--- src/rtl/pipe_hazard_ctrl_pkg.sv ---
// Shared types for the pipeline hazard controller: jbs bit map, forward
// selects, dmem FSM states and the per-stage shadow record.
package pipe_ctrl_pkg;
  localparam int RA_W  = 5;
  localparam int JBS_W = 10;

  localparam int JB_BEQ   = 9;
  localparam int JB_BNE   = 8;
  localparam int JB_BLT   = 7;
  localparam int JB_BGE   = 6;
  localparam int JB_BLTU  = 5;
  localparam int JB_BGEU  = 4;
  localparam int JB_JAL   = 3;
  localparam int JB_JALR  = 2;
  localparam int JB_LUI   = 1;
  localparam int JB_AUIPC = 0;

  typedef enum logic [1:0] {
    FWD_RF    = 2'b00,
    FWD_EXMEM = 2'b01,
    FWD_MEMWB = 2'b10
  } fwd_e;

  typedef enum logic {
    M_IDLE = 1'b0,
    M_WAIT = 1'b1
  } mstate_e;

  typedef struct packed {
    logic             valid;
    logic [RA_W-1:0]  rd;
    logic [RA_W-1:0]  rs1;
    logic [RA_W-1:0]  rs2;
    logic             wen;
    logic             mem_rd;
    logic             mem_wr;
    logic [JBS_W-1:0] jbs;
  } stage_t;
endpackage

--- src/rtl/pipe_hazard_ctrl_if.sv ---
// Decoder-side inputs and sequencing outputs of the hazard controller.
interface pipe_hazard_ctrl_if #(
  parameter int REG_AW = 5,
  parameter int JB_W   = 10
);
  logic              id_valid;
  logic [REG_AW-1:0] id_rs1;
  logic [REG_AW-1:0] id_rs2;
  logic [REG_AW-1:0] id_rd;
  logic              id_reg_w_n;
  logic              id_mem_read;
  logic              id_mem_write;
  logic [JB_W-1:0]   id_jbs;
  logic              ex_cond_true;
  logic              dmem_ack;

  logic              pc_stall;
  logic              if_id_stall;
  logic              if_id_flush;
  logic              id_ex_bubble;
  logic              ex_mem_stall;
  logic              mem_wb_bubble;
  logic              redirect;
  logic [1:0]        fwd_a_sel;
  logic [1:0]        fwd_b_sel;
  logic              dmem_req;
  logic              mem_timeout;

  modport master (
    output id_valid, id_rs1, id_rs2, id_rd, id_reg_w_n, id_mem_read, id_mem_write,
           id_jbs, ex_cond_true, dmem_ack,
    input  pc_stall, if_id_stall, if_id_flush, id_ex_bubble, ex_mem_stall,
           mem_wb_bubble, redirect, fwd_a_sel, fwd_b_sel, dmem_req, mem_timeout
  );

  modport slave (
    input  id_valid, id_rs1, id_rs2, id_rd, id_reg_w_n, id_mem_read, id_mem_write,
           id_jbs, ex_cond_true, dmem_ack,
    output pc_stall, if_id_stall, if_id_flush, id_ex_bubble, ex_mem_stall,
           mem_wb_bubble, redirect, fwd_a_sel, fwd_b_sel, dmem_req, mem_timeout
  );
endinterface

--- src/rtl/pipe_hazard_ctrl_dmem_wait_fsm.sv ---
// Data-memory req/ack handshake: freezes the pipe while an access is
// outstanding and force-completes it after TIMEOUT stall cycles.
module dmem_wait_fsm
  import pipe_ctrl_pkg::*;
#(
  parameter int TIMEOUT = 15
) (
  input  logic clk,
  input  logic rst,
  input  logic mem_op,
  input  logic dmem_ack,
  output logic dmem_req,
  output logic mem_stall,
  output logic mem_timeout
);
  localparam int CW = (TIMEOUT > 1) ? $clog2(TIMEOUT) : 1;

  mstate_e       state;
  logic [CW-1:0] cnt;
  logic          expire;

  // Last wait cycle: the IDLE miss cycle plus TIMEOUT-1 waits make TIMEOUT stalls.
  assign expire = (state == M_WAIT) & (cnt == CW'(TIMEOUT - 1));

  always_comb begin
    dmem_req  = (state == M_WAIT) | mem_op;
    mem_stall = (state == M_WAIT) ? ~(dmem_ack | expire) : (mem_op & ~dmem_ack);
  end

  always_ff @(posedge clk or posedge rst) begin
    if (rst) begin
      state       <= M_IDLE;
      cnt         <= '0;
      mem_timeout <= 1'b0;
    end else begin
      case (state)
        M_IDLE: if (mem_op & ~dmem_ack) begin
          state <= M_WAIT;
          cnt   <= '0;
        end
        M_WAIT: if (dmem_ack) begin
          state <= M_IDLE;
        end else if (expire) begin
          state       <= M_IDLE;
          mem_timeout <= 1'b1;
        end else begin
          cnt <= cnt + CW'(1);
        end
      endcase
    end
  end
endmodule

--- src/rtl/pipe_hazard_ctrl.sv ---
// Hazard/sequencing controller for the 5-stage RV32I pipe: shadows rd and
// control bits through EX/MEM/WB and derives stall, flush, redirect, forwarding.
module pipe_hazard_ctrl
  import pipe_ctrl_pkg::*;
#(
  parameter int REG_AW  = RA_W,
  parameter int JB_W    = JBS_W,
  parameter int TIMEOUT = 15
) (
  input  logic             clk,
  input  logic             rst,
  pipe_hazard_ctrl_if.slave bus
);
  stage_t s_id, s_ex, s_mem, s_wb;
  logic   mem_op, mem_stall, load_use, lu_act, redir, bubble;

  always_comb begin
    s_id        = '0;
    s_id.valid  = bus.id_valid;
    s_id.rd     = bus.id_rd;
    s_id.rs1    = bus.id_rs1;
    s_id.rs2    = bus.id_rs2;
    s_id.wen    = ~bus.id_reg_w_n & (bus.id_rd != '0);
    s_id.mem_rd = bus.id_mem_read;
    s_id.mem_wr = bus.id_mem_write;
    s_id.jbs    = bus.id_jbs;
  end

  assign mem_op = s_mem.valid & (s_mem.mem_rd | s_mem.mem_wr);

  dmem_wait_fsm #(.TIMEOUT(TIMEOUT)) u_dmem (
    .clk         (clk),
    .rst         (rst),
    .mem_op      (mem_op),
    .dmem_ack    (bus.dmem_ack),
    .dmem_req    (bus.dmem_req),
    .mem_stall   (mem_stall),
    .mem_timeout (bus.mem_timeout)
  );

  assign redir = s_ex.valid & ~mem_stall &
                 (s_ex.jbs[JB_JAL] | s_ex.jbs[JB_JALR] |
                  ((|s_ex.jbs[JB_W-1:JB_BGEU]) & bus.ex_cond_true));

  // rs2 is compared even for opcodes without one; a spurious stall is harmless.
  assign load_use = bus.id_valid & s_ex.valid & s_ex.mem_rd & s_ex.wen &
                    ((s_ex.rd == bus.id_rs1) | (s_ex.rd == bus.id_rs2));
  assign lu_act   = load_use & ~mem_stall & ~redir;
  assign bubble   = lu_act | redir;

  assign bus.pc_stall      = mem_stall | lu_act;
  assign bus.if_id_stall   = mem_stall | lu_act;
  assign bus.if_id_flush   = redir;
  assign bus.id_ex_bubble  = bubble;
  assign bus.ex_mem_stall  = mem_stall;
  assign bus.mem_wb_bubble = mem_stall;
  assign bus.redirect      = redir;

  // Load results are not ready in MEM, so only ALU results forward from there.
  function automatic fwd_e fwd_sel(input logic [REG_AW-1:0] r, input stage_t m, input stage_t w);
    if (m.valid & m.wen & ~m.mem_rd & (m.rd == r)) return FWD_EXMEM;
    if (w.valid & w.wen & (w.rd == r))             return FWD_MEMWB;
    return FWD_RF;
  endfunction

  assign bus.fwd_a_sel = fwd_sel(s_ex.rs1, s_mem, s_wb);
  assign bus.fwd_b_sel = fwd_sel(s_ex.rs2, s_mem, s_wb);

  always_ff @(posedge clk or posedge rst) begin
    if (rst) begin
      s_ex  <= '0;
      s_mem <= '0;
      s_wb  <= '0;
    end else if (mem_stall) begin
      s_wb <= '0;
    end else begin
      s_ex  <= bubble ? '0 : s_id;
      s_mem <= s_ex;
      s_wb  <= s_mem;
    end
  end

  logic unused_wb;
  assign unused_wb = ^{s_wb.rs1, s_wb.rs2, s_wb.mem_rd, s_wb.mem_wr, s_wb.jbs};
endmodule

--- src/flat_wrapper.sv ---
// flat-port wrapper written by rule: the top's interface ports become plain ports
module pipe_hazard_ctrl_flat import pipe_ctrl_pkg::*;
#(
  parameter int REG_AW  = RA_W,
  parameter int JB_W    = JBS_W,
  parameter int TIMEOUT = 15
)
  (clk, rst, bus_id_valid, bus_id_rs1, bus_id_rs2, bus_id_rd, bus_id_reg_w_n, bus_id_mem_read, bus_id_mem_write, bus_id_jbs, bus_ex_cond_true, bus_dmem_ack, bus_pc_stall, bus_if_id_stall, bus_if_id_flush, bus_id_ex_bubble, bus_ex_mem_stall, bus_mem_wb_bubble, bus_redirect, bus_fwd_a_sel, bus_fwd_b_sel, bus_dmem_req, bus_mem_timeout);
  pipe_hazard_ctrl_if #(.REG_AW(REG_AW), .JB_W(JB_W)) bus_i ();
  input  logic clk;
  input  logic rst;
  input wire logic [$bits(bus_i.id_valid)-1:0] bus_id_valid;
  input wire logic [$bits(bus_i.id_rs1)-1:0] bus_id_rs1;
  input wire logic [$bits(bus_i.id_rs2)-1:0] bus_id_rs2;
  input wire logic [$bits(bus_i.id_rd)-1:0] bus_id_rd;
  input wire logic [$bits(bus_i.id_reg_w_n)-1:0] bus_id_reg_w_n;
  input wire logic [$bits(bus_i.id_mem_read)-1:0] bus_id_mem_read;
  input wire logic [$bits(bus_i.id_mem_write)-1:0] bus_id_mem_write;
  input wire logic [$bits(bus_i.id_jbs)-1:0] bus_id_jbs;
  input wire logic [$bits(bus_i.ex_cond_true)-1:0] bus_ex_cond_true;
  input wire logic [$bits(bus_i.dmem_ack)-1:0] bus_dmem_ack;
  output wire logic [$bits(bus_i.pc_stall)-1:0] bus_pc_stall;
  output wire logic [$bits(bus_i.if_id_stall)-1:0] bus_if_id_stall;
  output wire logic [$bits(bus_i.if_id_flush)-1:0] bus_if_id_flush;
  output wire logic [$bits(bus_i.id_ex_bubble)-1:0] bus_id_ex_bubble;
  output wire logic [$bits(bus_i.ex_mem_stall)-1:0] bus_ex_mem_stall;
  output wire logic [$bits(bus_i.mem_wb_bubble)-1:0] bus_mem_wb_bubble;
  output wire logic [$bits(bus_i.redirect)-1:0] bus_redirect;
  output wire logic [$bits(bus_i.fwd_a_sel)-1:0] bus_fwd_a_sel;
  output wire logic [$bits(bus_i.fwd_b_sel)-1:0] bus_fwd_b_sel;
  output wire logic [$bits(bus_i.dmem_req)-1:0] bus_dmem_req;
  output wire logic [$bits(bus_i.mem_timeout)-1:0] bus_mem_timeout;
  assign bus_i.id_valid = bus_id_valid;
  assign bus_i.id_rs1 = bus_id_rs1;
  assign bus_i.id_rs2 = bus_id_rs2;
  assign bus_i.id_rd = bus_id_rd;
  assign bus_i.id_reg_w_n = bus_id_reg_w_n;
  assign bus_i.id_mem_read = bus_id_mem_read;
  assign bus_i.id_mem_write = bus_id_mem_write;
  assign bus_i.id_jbs = bus_id_jbs;
  assign bus_i.ex_cond_true = bus_ex_cond_true;
  assign bus_i.dmem_ack = bus_dmem_ack;
  assign bus_pc_stall = bus_i.pc_stall;
  assign bus_if_id_stall = bus_i.if_id_stall;
  assign bus_if_id_flush = bus_i.if_id_flush;
  assign bus_id_ex_bubble = bus_i.id_ex_bubble;
  assign bus_ex_mem_stall = bus_i.ex_mem_stall;
  assign bus_mem_wb_bubble = bus_i.mem_wb_bubble;
  assign bus_redirect = bus_i.redirect;
  assign bus_fwd_a_sel = bus_i.fwd_a_sel;
  assign bus_fwd_b_sel = bus_i.fwd_b_sel;
  assign bus_dmem_req = bus_i.dmem_req;
  assign bus_mem_timeout = bus_i.mem_timeout;
  pipe_hazard_ctrl #(.REG_AW(REG_AW), .JB_W(JB_W), .TIMEOUT(TIMEOUT)) u_core (.clk(clk), .rst(rst), .bus(bus_i));
endmodule
--- config.mk ---
export PLATFORM = sky130hd
export DESIGN_NAME = pipe_hazard_ctrl_flat
export DESIGN_NICKNAME = d
export VERILOG_FILES = /design/src/rtl/pipe_hazard_ctrl_pkg.sv /design/src/rtl/pipe_hazard_ctrl_if.sv /design/src/rtl/pipe_hazard_ctrl_dmem_wait_fsm.sv /design/src/rtl/pipe_hazard_ctrl.sv /design/src/flat_wrapper.sv
export SDC_FILE = /design/constraint.sdc
export NUM_CORES = 1
export LEC_CHECK = 0
export CAP_MARGIN = 20
export CORE_MARGIN = 1
export CORE_UTILIZATION = 52
export CTS_CLUSTER_DIAMETER = 100
export DETAILED_ROUTE_END_ITERATION = 12
export PLACE_DENSITY = 0.76
export SYNTH_ARGS = -nofsm -noshare
export SYNTH_HDL_FRONTEND = slang
export SYNTH_SLANG_ARGS = --single-unit
export TNS_END_PERCENT = 100
--- constraint.sdc ---
create_clock -name clk -period 3.04 [get_ports clk]
set_input_delay 0.608 -clock clk [delete_from_list [all_inputs] [get_ports clk]]
set_output_delay 0.608 -clock clk [all_outputs]
set_load 0.01 [all_outputs]
==> flow_summary.yaml, run 1 <==
floorplanning:
  pin_count: 46
  dieArea_mm2: 0.00501
  initial_core_util: 0.553
  die_y_um: 70.8
  core_mm2: 0.00444
  rows: 24
  chipWidth_um: 70.8
detailed_routing:
  routed_wl_um: 4730
  detail_route.iter0.violations: 72
  viasPerCell: 5.21
  firstDrtPassIters: 8
  remaining_drc_errors: 2
  vias: 1851
  wire_per_inst_um: 13.3
  final_antenna_net_count: 0
power:
  fin_total_pwr_mw: 2.85
  p_leak_nw: 1.42
  peakVddDrop_mv: 0.523
  p_per_area_mw_per_mm2: 940
clock_tree:
  postCtsSetupBuffers: 0
  hold_buffers: 0
  cts_buffers: 5
  tritoncts: "yes"
  cts_buffer_depth: 2
  clock_latency_ps: 300
  cts_max_level: 2
  cts_num_sinks: 49
  clkTransAtPathRegs_ps: 80
  cts_root_buf: "clkbuf_8"
place:
  gp_congestion: 0.797
  port_buffers: 43
  dp.final_hpwl_um: 3430
sta:
  worst_slew_pin_slew_ps: 606
  skew_ps: 4.44
  setup_tns_ps: 0
  setup_viol: 0
  max_freq_mhz: 344
  whs_ps: 480
  fin_crit_sh: 0.956
  finalCriticalPeriod_ps: 2910
  hold_violations: 0
  slew_headroom: 0.596
  rsz0062_at_grt: "no"
  slew_viol_final: 0
logic_synthesis:
  synthArstFlopShare: 1.00
  avgSynthCellArea_um2: 9.53
  synth.largest_area_cell: "dfrtp_1"
  synth_edf_count: 0
  netlist.area_leader.share: 0.499
  ys_top_cells_by_area: "dfrtp_1 50%, nand2_1 13%, o21ai_2 6.8%"
  ys_warn_count: 0
  netlist-cell-type-count: 31
  yosys-top-cells-count: "86 x nand2_1, 49 x dfrtp_1, 19 x o21ai_2"
  ys.flop_type: "dfrtp_1"
  syn_area_mm2: 0.00246
  synthCells: 258
  yosysSeqAreaShare: 0.499
  ys_ff_latch: 49
  synth_nets: 293
  synthMostInstantiatedCell: "nand2_1"
run_status:
  outcome: "finished with violations"
  failed_checks: "DRC"
cells_and_area:
  nets: 338
  area_growth_pct: 23.6
  insertedDiodeCount: 0
  layout-drive-gt1-share: 0.132
critical_path:
  arrival_ps: 2300
  crit_type: "input port to primary output"
  path_max_fanout: 6
  required_ps: 2430
  end_kind: "primary output"
  startpoint_type: "input port"
global_route:
  grt.busiest_layer: "met2"
  grt_use_met1: 0.286
  grt_usage: 0.219
  grt_max_degree: 50
  grt_pass1_vias: 1881
  grt_overflow: 0
  grt_use_met2: 0.365
  grtUsageMet3: 0.0342
  grt_pass1_wl_um: 8460
  antenna_found_initial: 0
worst_hold_path:
  hold_class: "flop to flop"
job:
  cap_violations: 0
[sequential cells by signal, indices dropped and copies added, names as in the netlist]
name,count
u_core.s_ex,27
u_core.s_mem,9
u_core.s_wb,7
u_core.u_dmem.cnt,4
u_core.u_dmem.mem_timeout,1
u_core.u_dmem.state,1
[logic make-up (layout without fill, tap and decap cells)]
| kind of cell | Yosys count | count (layout) | share of synthesized area |
|---|---|---|---|
| AND/OR/NAND/NOR | 118 | 118 | 0.205 |
| adder cells (fa/ha/maj) | 2 | 2 | 0.0102 |
| AO/OA/AOI/OAI | 39 | 39 | 0.132 |
| XOR/XNOR | 32 | 32 | 0.114 |
| buffers and inverters | 18 | 63 | 0.0397 |
| flip-flops | 49 | 49 | 0.499 |
[worst paths after layout]
check,startpoint,endpoint,slack (ps),cells after the start
worst min-delay path,u_core.u_dmem.mem_timeout$_DFFE_PP0P_,u_core.u_dmem.mem_timeout$_DFFE_PP0P_,480,1
min in group asynchronous,rst,u_core.s_wb[28]$_DFF_PP0_,780,3
worst min register to register,u_core.u_dmem.mem_timeout$_DFFE_PP0P_,u_core.u_dmem.mem_timeout$_DFFE_PP0P_,480,1
worst max-delay path,bus_dmem_ack,bus_mem_wb_bubble,130,5
max in group asynchronous,rst,u_core.s_ex[28]$_DFFE_PP0N_,1850,3
worst max register to register,u_core.s_ex[4]$_DFFE_PP0N_,u_core.s_ex[12]$_DFFE_PP0N_,770,7
[layout by cell type (no fill, tap or decap), types with 2 or more instances in the layout]
| cell type | n |
|---|---|
| xnor2_1 | 14 |
| dlygate4sd2_1 | 2 |
| o21ai_2 | 20 |
| or4_1 | 2 |
| nor3_1 | 5 |
| dlymetal6s2s_1 | 3 |
| dfrtp_1 | 49 |
| and2_1 | 7 |
| o21ai_0 | 11 |
| buf_4 | 8 |
| xor2_1 | 18 |
| nand2_1 | 86 |
| nor4_1 | 2 |
| clkdlybuf4s50_1 | 38 |
| ha_1 | 2 |
| clkbuf_8 | 6 |
| inv_1 | 3 |
| nand4_1 | 6 |
| nor2_1 | 6 |
[where the power goes]
part / internal (mW) / total [mW] / switching, mW
Clock: 0.181 / 0.385 / 0.205
Sequential: 0.959 / 1.28 / 0.317
Combinational: 0.590 / 1.19 / 0.603
[area by class of cell]
| type | instances | area [um^2] |
|---|---|---|
| Sequential cell | 49 | 1230 |
| Inverter | 4 | 15.0 |
| Fill cell | 387 | 1410 |
| Multi-Input combinational cell | 191 | 1140 |
| Tap cell | 52 | 65.1 |
| Clock buffer | 7 | 86.3 |
| Timing Repair Buffer | 52 | 507 |
[worst max-delay path, stage by stage]
cell	delay, ps
clkdlybuf4s50_1	450
a41oi_1	310
o21ai_2	190
inv_1	180
clkdlybuf4s50_1	560
[repair_timing]
| action | in CTS | in global routing |
|---|---|---|
| gates cloned | 0 | 0 |
| resized for setup | 2 | 4 |
| endpoints found under the setup margin | 2 | 3 |
[routing by layer]
metal / vias to the layer above / share of wire
li1: 935 / -
met1: 875 / 0.47
met2: 35 / 0.48
met3: 6 / 0.028
met4: 0 / 0.020
met5: - / 0
[through the flow]
| step | utilization | std cells | setup WS (ps) | instance area [um^2] |
|---|---|---|---|---|
| finish | 0.684 | 355 | 134 | 3040 |
| global route | 0.684 | 355 | 52.5 | 3040 |
| CTS | 0.681 | 355 | 6.15 | 3030 |
| detailed placement | 0.662 | 348 | -22.2 | 2940 |
| global placement | 0.662 | 348 | -18.1 | 2940 |
| floorplan | - | 258 | 542 | 2460 |
Power figures use the tool's default switching activity.
==> inputs of run 2 (changes only) <==
--- a/config.mk
+++ b/config.mk
@@ -11,6 +11,7 @@
 export CTS_CLUSTER_DIAMETER = 100
 export DETAILED_ROUTE_END_ITERATION = 12
 export PLACE_DENSITY = 0.76
+export SKIP_LAST_GASP = 1
 export SYNTH_ARGS = -nofsm -noshare
 export SYNTH_HDL_FRONTEND = slang
 export SYNTH_SLANG_ARGS = --single-unit
==> results of run 2 <==
No change in the layout: final DEF, timing and power equal those of run 1.
